## src/rtl/demux_stream_1ton.sv

```systemverilog
// Registered 1-to-NCH stream demultiplexer with valid/ready flow control.
// Routing comes from s_sel (MODE=0) or an internal round-robin pointer (MODE=1).
module demux_stream_1ton #(
  parameter int WIDTH = 8,
  parameter int NCH   = 4,
  parameter int SELW  = (NCH > 1) ? $clog2(NCH) : 1,
  parameter int MODE  = 0,
  parameter int CNTW  = 8
) (
  input  logic                 clk,
  input  logic                 rst_n,
  input  logic                 s_valid,
  output logic                 s_ready,
  input  logic [WIDTH-1:0]     s_data,
  input  logic [SELW-1:0]      s_sel,
  output logic [NCH-1:0]       m_valid,
  input  logic [NCH-1:0]       m_ready,
  output logic [NCH*WIDTH-1:0] m_data,
  output logic [SELW-1:0]      rr_ptr,
  output logic                 sel_err,
  output logic [CNTW-1:0]      drop_cnt
);

  localparam logic [SELW:0]   NCH_L  = (SELW+1)'(NCH);
  localparam logic [SELW-1:0] LAST_L = SELW'(NCH-1);

  // The hold register is kept directly in output form: one-hot valid plus
  // a data vector that is zero outside the destination slice.
  logic [NCH-1:0]       m_valid_r;
  logic [NCH-1:0]       m_valid_nxt_s;
  logic [NCH-1:0]       dest_oh_s;
  logic [NCH*WIDTH-1:0] m_data_r;
  logic [NCH*WIDTH-1:0] m_data_nxt_s;
  logic [SELW-1:0]      rr_ptr_r;
  logic [SELW-1:0]      rr_ptr_nxt_s;
  logic [SELW-1:0]      dest_s;
  logic                 sel_err_r;
  logic                 sel_err_nxt_s;
  logic [CNTW-1:0]      drop_cnt_r;
  logic [CNTW-1:0]      drop_cnt_nxt_s;
  logic                 drain_s;
  logic                 ready_s;
  logic                 accept_s;
  logic                 in_range_s;

  // Handshake and destination decode
  always_comb begin
    drain_s  = |(m_valid_r & m_ready);
    ready_s  = ~(|m_valid_r) | drain_s;
    accept_s = s_valid & ready_s;
    if (MODE == 1) begin
      dest_s = rr_ptr_r;
    end else begin
      dest_s = s_sel;
    end
    in_range_s = ({1'b0, dest_s} < NCH_L);
    for (int k = 0; k < NCH; k++) begin
      dest_oh_s[k] = (dest_s == SELW'(k));
    end
  end

  // Next-state for hold register, round-robin pointer and drop accounting
  always_comb begin
    m_valid_nxt_s = m_valid_r;
    m_data_nxt_s  = m_data_r;
    rr_ptr_nxt_s  = rr_ptr_r;
    // Load wins over drain: a drain and a new beat in the same edge leave no bubble.
    if (accept_s && in_range_s) begin
      m_valid_nxt_s = dest_oh_s;
      for (int k = 0; k < NCH; k++) begin
        m_data_nxt_s[k*WIDTH +: WIDTH] = dest_oh_s[k] ? s_data : {WIDTH{1'b0}};
      end
    end else if (drain_s) begin
      m_valid_nxt_s = {NCH{1'b0}};
      m_data_nxt_s  = {(NCH*WIDTH){1'b0}};
    end else begin
      m_valid_nxt_s = m_valid_r;
      m_data_nxt_s  = m_data_r;
    end
    if ((MODE == 1) && accept_s) begin
      if (rr_ptr_r == LAST_L) begin
        rr_ptr_nxt_s = {SELW{1'b0}};
      end else begin
        rr_ptr_nxt_s = rr_ptr_r + SELW'(1'b1);
      end
    end else begin
      rr_ptr_nxt_s = rr_ptr_r;
    end
    sel_err_nxt_s = accept_s & ~in_range_s;
    if (sel_err_nxt_s && (drop_cnt_r != {CNTW{1'b1}})) begin
      drop_cnt_nxt_s = drop_cnt_r + CNTW'(1'b1);
    end else begin
      drop_cnt_nxt_s = drop_cnt_r;
    end
  end

  // State registers with synchronous active-low reset
  always_ff @(posedge clk) begin
    if (!rst_n) begin
      m_valid_r  <= {NCH{1'b0}};
      m_data_r   <= {(NCH*WIDTH){1'b0}};
      rr_ptr_r   <= {SELW{1'b0}};
      sel_err_r  <= 1'b0;
      drop_cnt_r <= {CNTW{1'b0}};
    end else begin
      m_valid_r  <= m_valid_nxt_s;
      m_data_r   <= m_data_nxt_s;
      rr_ptr_r   <= rr_ptr_nxt_s;
      sel_err_r  <= sel_err_nxt_s;
      drop_cnt_r <= drop_cnt_nxt_s;
    end
  end

  assign s_ready  = ready_s;
  assign m_valid  = m_valid_r;
  assign m_data   = m_data_r;
  assign rr_ptr   = rr_ptr_r;
  assign sel_err  = sel_err_r;
  assign drop_cnt = drop_cnt_r;

endmodule
```

## config.mk

```make
export PLATFORM = sky130hd
export DESIGN_NAME = demux_stream_1ton
export DESIGN_NICKNAME = d
export VERILOG_FILES = /design/src/rtl/demux_stream_1ton.sv
export SDC_FILE = /design/constraint.sdc
export NUM_CORES = 1
export LEC_CHECK = 0
export ABC_AREA = 1
export CAP_MARGIN = 40
export CORE_ASPECT_RATIO = 1.75
export CORE_MARGIN = 2
export CORE_UTILIZATION = 50
export DETAILED_ROUTE_END_ITERATION = 8
export PLACE_DENSITY = 0.95
export SLEW_MARGIN = 25
export SYNTH_ARGS = -nofsm -noshare
export SYNTH_HDL_FRONTEND = slang
export SYNTH_SLANG_ARGS = --single-unit
```

## constraint.sdc

```tcl
create_clock -name clk -period 2.3 [get_ports clk]
set_clock_uncertainty 0.05 [all_clocks]
set_input_delay 0.23 -clock clk [delete_from_list [all_inputs] [get_ports clk]]
set_output_delay 0.23 -clock clk [all_outputs]
set_load 0.02 [all_outputs]
```

## Yosys cells after proc, flatten, opt, wreduce, memory -nomap -nowiden

Index checks and enable logic that the tools add are counted.

- Output and inout port bits: 48
- Bits of input ports: 17
- Bits in registers: 36

- Eq/ne operators: 3
- Multiplexer cells: 8
- Reduce and logical (&&, ||, !) cells: 4
- Bitwise logic cells: 4

Operators by type and width:

| operator | number |
|---|---|
| two-way mux 32 bit | 2 |
| two-way mux 8 bit | 4 |
| two-way mux 4 bit | 2 |
| OR reduction 4 bit | 2 |
| AND 4 bit | 1 |
| == test 2 bit, second input constant | 2 |
| == test 2 x 1 -> 1 bit, second input constant | 1 |
| zero test 2 bit | 1 |
| nonzero test 2 bit | 1 |
| AND 1 bit | 1 |
| inverter 1 bit | 1 |
| bitwise OR 1 bit | 1 |

## Longest topological paths before layout

Gate-level depths: netlist of the first run.

- Depth after elaboration: 5
- Mapped depth: 7

## Worst setup path before layout of the first run

OpenSTA, ideal clock, no wires.

- Kind: register -> register
- Start: register m_valid_r[2], in the netlist m_valid[2]
- End: register m_data_r[10], in the netlist m_data[10]
- Setup slack: 961 ps
- Arrival time: 1,146 ps
- Setup time: 143 ps
- Period minus slack after synthesis: 1,339 ps
- Cell stages (with the launch flop): 8
- Cell sequence: dfxtp_1 nand2_1 nand2_2 nor2_8 nand2_8 buf_8 nand3_2 a21oi_2

- Longest elaborated chain between the ends: 5
- Elaborated cells between the ends (all ways): 8

RTL lines:

| what | RTL line | source |
|---|---|---|
| start: declaration | 29 | `logic [NCH-1:0] m_valid_r;` |
| start signal: assignment | 100 | `m_valid_r <= {NCH{1'b0}};` |
| start signal: assignment | 106 | `m_valid_r <= m_valid_nxt_s;` |
| AND 4 bit / OR reduction 4 bit (equally long branches) | 48, 49 |  |
| OR reduction 4 bit / inverter 1 bit (equally long branches) | 48, 49 |  |
| bitwise OR 1 bit (*) | 49 | `ready_s = ~(\|m_valid_r) \| drain_s;` |
| named net s_ready | 13 | `output logic s_ready,` |
| AND 1 bit (*) | 50 | `accept_s = s_valid & ready_s;` |
| two-way mux 32 bit / nonzero test 2 bit (equally long branches) | n/a |  |
| end signal: assignment | 101 | `m_data_r <= {(NCH*WIDTH){1'b0}};` |
| end signal: assignment | 107 | `m_data_r <= m_data_nxt_s;` |
| end: declaration | 32 | `logic [NCH*WIDTH-1:0] m_data_r;` |

The timed path passes the listed nets; every way through them passes the cells marked *.
A chain may end at the register's enable or synchronous reset.

## Worst setup path in the final report of the first run

- Start: register m_valid_r[2], in the netlist m_valid[2]
- End: output port s_ready

- Longest elaborated chain between the ends: 3
- Elaborated cells between the ends (all ways): 5

RTL lines:

| what | RTL line |
|---|---|
| AND 4 bit / OR reduction 4 bit (equally long branches) | 48, 49 |
| OR reduction 4 bit / inverter 1 bit (equally long branches) | 48, 49 |
| bitwise OR 1 bit (*) | 49 |
| end: declaration | 13 |

Mark *: on every way between the ends. The rest lies on a longest branch, timed or not.

==> impl_metrics.tcl, run 1 <==
set metrics [dict create \
    grt_pass1_vias 1738 \
    ys.warnings.count 0 \
    synth_top_area_share_pct 34.14 \
    drt_pre_antenna_iters 4 \
    reg2reg_from "m_valid[2]" \
    fin_crit_sh_pct 88.54 \
    synth_area_leader_cell "dfxtp_1" \
    numCtsBuffers 5 \
    r2r_slack_ns 0.68 \
    tightest_slew_ns 0.7201 \
    rr_endpoint "m_data[31]" \
    antenna_found_initial 0 \
    worstPathArrival_ns 1.76 \
    final_nets 300 \
    synthArstFlopShare_pct 0 \
    vias_per_cell 5.550 \
    hold_ws_ns 0.4622 \
    grt_max_degree 37 \
    placedCellCount 325 \
    clk_path_buf_depth 2 \
    crit_path_end_kind "primary output" \
    fp.dieW_um 53.12 \
    setup_viol 0 \
    path_max_fanout 16 \
    min-delay-start "m_data[2]" \
    synth_area_um2 2111 \
    gp_congestion 0.7847 \
    io_pins 65 \
    path_class "reg2out" \
    drive_gt1_share_pct 27.11 \
    ir_drop_v 0.0005017 \
    cts_setup_buffers 0 \
    clock.fmax_ghz 0.4911 \
    core.rowCount 31 \
    cts-root-buf "clkbuf_8" \
    synthCells 238 \
    cts.repair.resized 0 \
    power.leakage_nw 0.9134 \
    cts_tree "built" \
    period_needed_ns 2.036 \
    routed_wl_mm 4.998 \
    reg2regPathDepth 7 \
    min_path_cells 2 \
    finalHoldViolCount 0 \
    ys_seq_area_share_pct 34.14 \
    startpoint "m_valid[2]" \
    ant_nets 0 \
    fin_ws_ns 0.2636 \
    n_antenna_cell 0 \
    grt_usage_pct 22.56 \
    drt_iter0_markers 52 \
    rsz0062_at_grt "no" \
    vias 1848 \
    slew_headroom_pct 51.70 \
    powerDensity_nw_per_um2 611.4 \
    synth_most_common_cell "dfxtp_1" \
    whs_endpoint "m_data[2]" \
    synth_edf_count 0 \
    clk_latency_ns 0.30 \
    crit_required_ns 2.02 \
    drc 0 \
    post-place-ws_ns 0.2911 \
    ys.flop_type "dfxtp_1" \
    numClockSinks 36 \
    hp-class "reg2reg" \
    slew_violations 0 \
    start_kind "flop" \
    finalNonFillerCells 333 \
    status "complete, no violations" \
    wl_per_cell_um 15.01 \
    tns_ns 0 \
    start_util_pct 51.34 \
    cts_max_level 2 \
    die_h_um 89.95 \
    syn2layout_area_growth_pct 26.91 \
    syn_area_per_cell_um2 8.869 \
    grt_first_pass_wirelength_mm 8.086 \
    post_synth_num_cell_types 22 \
    dp_hpwl_mm 3.381 \
    dieArea_um2 4778 \
    portBuffers 53 \
    nFillCells 359 \
    drv_cap 0 \
    postCtsHoldBufs 0 \
    synth_common_cells "dfxtp_1 (36), o211ai_1 (35), nor2_1 (33)" \
    gr-total-overflow 0 \
    yosys_register_bits 36 \
    yosys-top-cells-area "dfxtp_1 (34%), nand3_2 (14%), o211ai_1 (12%)" \
    core_area_um2 4111 \
    path_clk_slew_ns 0.07 \
]
-- critical path: stages (launching register included) --
cell             delay, ns
dfxtp_1               0.41
nand2_1               0.09
nand2_2               0.13
nor2_8                0.06
nand2_8               0.14
clkdlybuf4s50_1       0.63
-- worst max-delay path by stage --
stage                             to
after floorplan           m_data[10]
after global placement       s_ready
after detailed placement     s_ready
after CTS                    s_ready
after global routing         s_ready
final                        s_ready
-- through the flow --
stage          util (%)  power [mW]  cell area, um^2
2_1_floorplan         -      0.9726             2148
3_3_place_gp      62.08       1.033             2552
3_5_place_dp      62.08       1.039             2552
4_1_cts           65.16       1.647             2679
5_1_grt           65.16       1.698             2679
6_report          65.16       1.638             2679
-- cell usage in the layout, fill, tap and decap left out, drive strengths merged, types with 7 or more instances in the layout --
master         count
nand2             13
conb              11
dfxtp             36
nor2              35
a21oi             36
clkdlybuf4s50     52
o211ai            35
clkbuf             7
nand3             36
inv               15
-- registers in the layout (all words and copies together) (netlist names) --
| register | count |
|---|---|
| m_data | 32 |
| m_valid | 4 |
-- where the power goes --
part	switching, mW	internal, mW
combinational	0.248	0.124
clock	0.226	0.382
sequential	0.0133	0.643
-- routing by layer --
layer / wire length, um / vias to the layer above / track usage [%]
met5: 0 / - / 0
met4: 211 / 0 / 13.68
met3: 279 / 19 / 3.821
met2: 2663 / 85 / 37.92
met1: 1844 / 845 / 25.16
li1: - / 899 / -
-- area by class of cell --
class	count	area [um^2]	area share, %
Inverter	16	60.06	2.242
Timing Repair Buffer	58	575.6	21.49
Clock buffer	7	96.34	3.596
Multi-Input combinational cell	166	1135	42.36
Tap cell	49	61.31	2.289
Sequential cell	36	720.7	26.90
Clock inverter	1	30.03	1.121
-- kinds of logic after synthesis --
| kind of cell | Yosys count | share of synthesized area, % |
|---|---|---|
| other | 1 | 0.1777 |
| AO/OA/AOI/OAI | 71 | 25.96 |
| buffers and inverters | 46 | 13.87 |
| flip-flops | 36 | 34.14 |
| AND/OR/NAND/NOR | 84 | 25.85 |
Power figures use the tool's default switching activity.
==> inputs of run 2 (changes only) <==
--- a/config.mk
+++ b/config.mk
@@ -5,12 +5,13 @@
 export SDC_FILE = /design/constraint.sdc
 export NUM_CORES = 1
 export LEC_CHECK = 0
-export ABC_AREA = 1
+export ABC_AREA = 0
 export CAP_MARGIN = 40
 export CORE_ASPECT_RATIO = 1.75
 export CORE_MARGIN = 2
 export CORE_UTILIZATION = 50
 export DETAILED_ROUTE_END_ITERATION = 8
+export GPL_TIMING_DRIVEN = 0
 export PLACE_DENSITY = 0.95
 export SLEW_MARGIN = 25
 export SYNTH_ARGS = -nofsm -noshare
==> run 2 against run 1 <==
  * Count of clock-buffer cells in the layout unchanged
  * Combinational power up 4%
  * Critical path depth decreased by 1
  * Synthesized cell count is 11% lower
  * Register-to-register slack got worse by 0.36 ns
  * Routed wire length is 11% higher
  * Via count increased by 13%
  * Core utilization increased by 6.6 points
==> impl_metrics.tcl, run 2 <==
set metrics [dict create \
    status "complete, no violations" \
    path_class "reg2out" \
    placed_area_um2 2665 \
    core.rowCount 30 \
    hp-class "in2reg" \
    dp_hpwl_mm 4.048 \
    cts-root-buf "clkbuf_8" \
    vias 2088 \
    drv_cap 0 \
    cts_max_level 2 \
    hold_ws_ns 0.2831 \
    design_area_um2 2801 \
    drc 0 \
    synth_common_cells "dfxtp_1 (36), a311oi_1 (25), o21a_1 (25)" \
    gr-total-overflow 0 \
    dr_wl_met3_um 425 \
    start_util_pct 52.69 \
    nFillCells 306 \
    numCtsBuffers 5 \
    period_needed_ns 2.215 \
    drive_gt1_share_pct 13.38 \
    ys_seq_area_share_pct 35.04 \
    synth_top_area_share_pct 35.04 \
    fin_crit_sh_pct 96.30 \
    postCtsHoldBufs 0 \
    ys.warnings.count 0 \
    largest_register_ffs 32 \
    wl_met2_mm 2.922 \
    die_h_um 88.85 \
    slew_violations 0 \
    path_clk_slew_ns 0.07 \
    seqCellArea_um2 720.7 \
    yosys-top-cells-area "dfxtp_1 (35%), o2111a_1 (13%), a311oi_1 (11%)" \
    drt_pre_antenna_iters 4 \
    synthCells 211 \
    drt_iter0_markers 123 \
    crit_required_ns 2.02 \
    ant_nets 0 \
    grt_first_pass_wirelength_mm 8.914 \
    final_nets 300 \
    numClockSinks 36 \
    powerDensity_nw_per_um2 542.0 \
    crit_path_end_kind "primary output" \
    synth_edf_count 0 \
    grt_pass1_vias 1922 \
    power.leakage_nw 0.9640 \
    fp.dieW_um 52.49 \
    synth_most_common_cell "dfxtp_1" \
    vias_per_cell 6.289 \
    final_cell_mix "clkdlybuf4s50_1 (50), dfxtp_1 (36), a311oi_1 (25), o21a_1 (25), o2111a_1 (24)" \
    synth_area_leader_cell "dfxtp_1" \
    path_max_fanout 16 \
    dieArea_um2 4663 \
    clk_path_buf_depth 2 \
    totalPowerFinal_mw 1.518 \
    rsz0062_at_grt "no" \
    wl_per_cell_um 16.78 \
    core_area_um2 3904 \
    clk_latency_ns 0.29 \
    ys.flop_type "dfxtp_1" \
    gp_congestion 0.8529 \
    clock.fmax_ghz 0.4515 \
    syn2layout_area_growth_pct 36.19 \
    finalHoldViolCount 0 \
    post_synth_num_cell_types 27 \
    syn_area_per_cell_um2 9.749 \
    portBuffers 51 \
    setup_viol 0 \
    io_pins 65 \
    synth_area_um2 2057 \
    multiInputGateArea_um2 1131 \
    cts_tree "built" \
    ir_drop_v 0.0005891 \
    grt_usage_pct 25.14 \
    synthArstFlopShare_pct 0 \
    antenna_found_initial 0 \
    start_kind "flop" \
    yosys_register_bits 36 \
    top_layer_used "met4" \
    worstPathArrival_ns 1.93 \
    grt_max_degree 17 \
    n_antenna_cell 0 \
    drt-met1-wl_mm 2.024 \
    routed_wl_mm 5.571 \
    mostFrequentLayoutCell "clkdlybuf4s50_1" \
]
==> run 2: changes by cell type in the layout (fill, tap and decap cells not counted), moves of 19 or more <==
cell / before / now
o211ai_1: 35 / 0
nor2_1: 33 / 0
nand3_2: 29 / 0
a21oi_2: 28 / 0
a311oi_1: 0 / 25
o21a_1: 0 / 25
o2111a_1: 0 / 24
clkbuf_1: 0 / 19
==> run 2: timing repair <==
item                                    CTS  global route
gates cloned                              0             0
gates resized for setup                   3             0
endpoints found under the setup margin    1             1
setup buffers                             0             5
pin swaps                                 0             2
==> run 2: final timing paths <==
| check | startpoint | endpoint | slack (ns) | depth (start not counted) |
|---|---|---|---|---|
| max reg2reg | m_valid[3] | m_data[28] | 0.32 | 5 |
| min | rst_n | m_valid[2] | 0.28 | 2 |
| min reg2reg | m_data[11] | m_data[11] | 0.43 | 2 |
| max | m_valid[3] | s_ready | 0.09 | 4 |
==> run 2: cells by family after synthesis <==
family / Yosys count / share of synthesized area, %
simple gates: 17 / 4.076
flops: 36 / 35.04
buf+inv: 46 / 12.29
other cells: 1 / 0.1823
compound gates: 111 / 48.42
==> run 2: final cells by class <==
cell class | instances | area share, %
flip-flops and latches | 36 | 25.73
plain buffers | 43 | 8.620
well taps | 48 | 2.144
multi-input cells | 139 | 40.37
repair buffers | 56 | 19.52
inverters | 2 | 0.2680
clock buffers | 7 | 3.082
clock inverters | 1 | 0.2680
==> run 2: critical path, cell delays in order, from the launching register on <==
cell	delay, ns
dfxtp_1	0.38
or4_1	0.56
buf_2	0.26
nand3_1	0.10
dlygate4sd2_1	0.34
==> run 2: stage by stage <==
| stage | instances | setup TNS [ns] | worst slack, ns | utilization (%) |
|---|---|---|---|---|
| detailed placement | 320 | -0.3916 | -0.3916 | 68.27 |
| global placement | 320 | -0.3794 | -0.3794 | 68.27 |
| floorplan | 221 | 0 | 0.5444 | - |
| CTS | 327 | 0 | 0.01705 | 70.80 |
| global route | 332 | 0 | 0.02158 | 71.76 |
| finish | 332 | 0 | 0.08501 | 71.76 |
==> run 2: power breakdown <==
part	switching, mW	internal, mW	leakage [nW]
sequential	0.0153	0.643	0.292
combinational	0.232	0.154	0.628
clock	0.231	0.243	0.0445
total	0.478	1.04	0.964
==> run 2: routing by layer <==
layer / vias to the layer above / global-route usage, %
met2: 116 / 44.09
met1: 964 / 27.57
met3: 20 / 4.730
met4: 0 / 13.99
li1: 988 / -
met5: - / 0
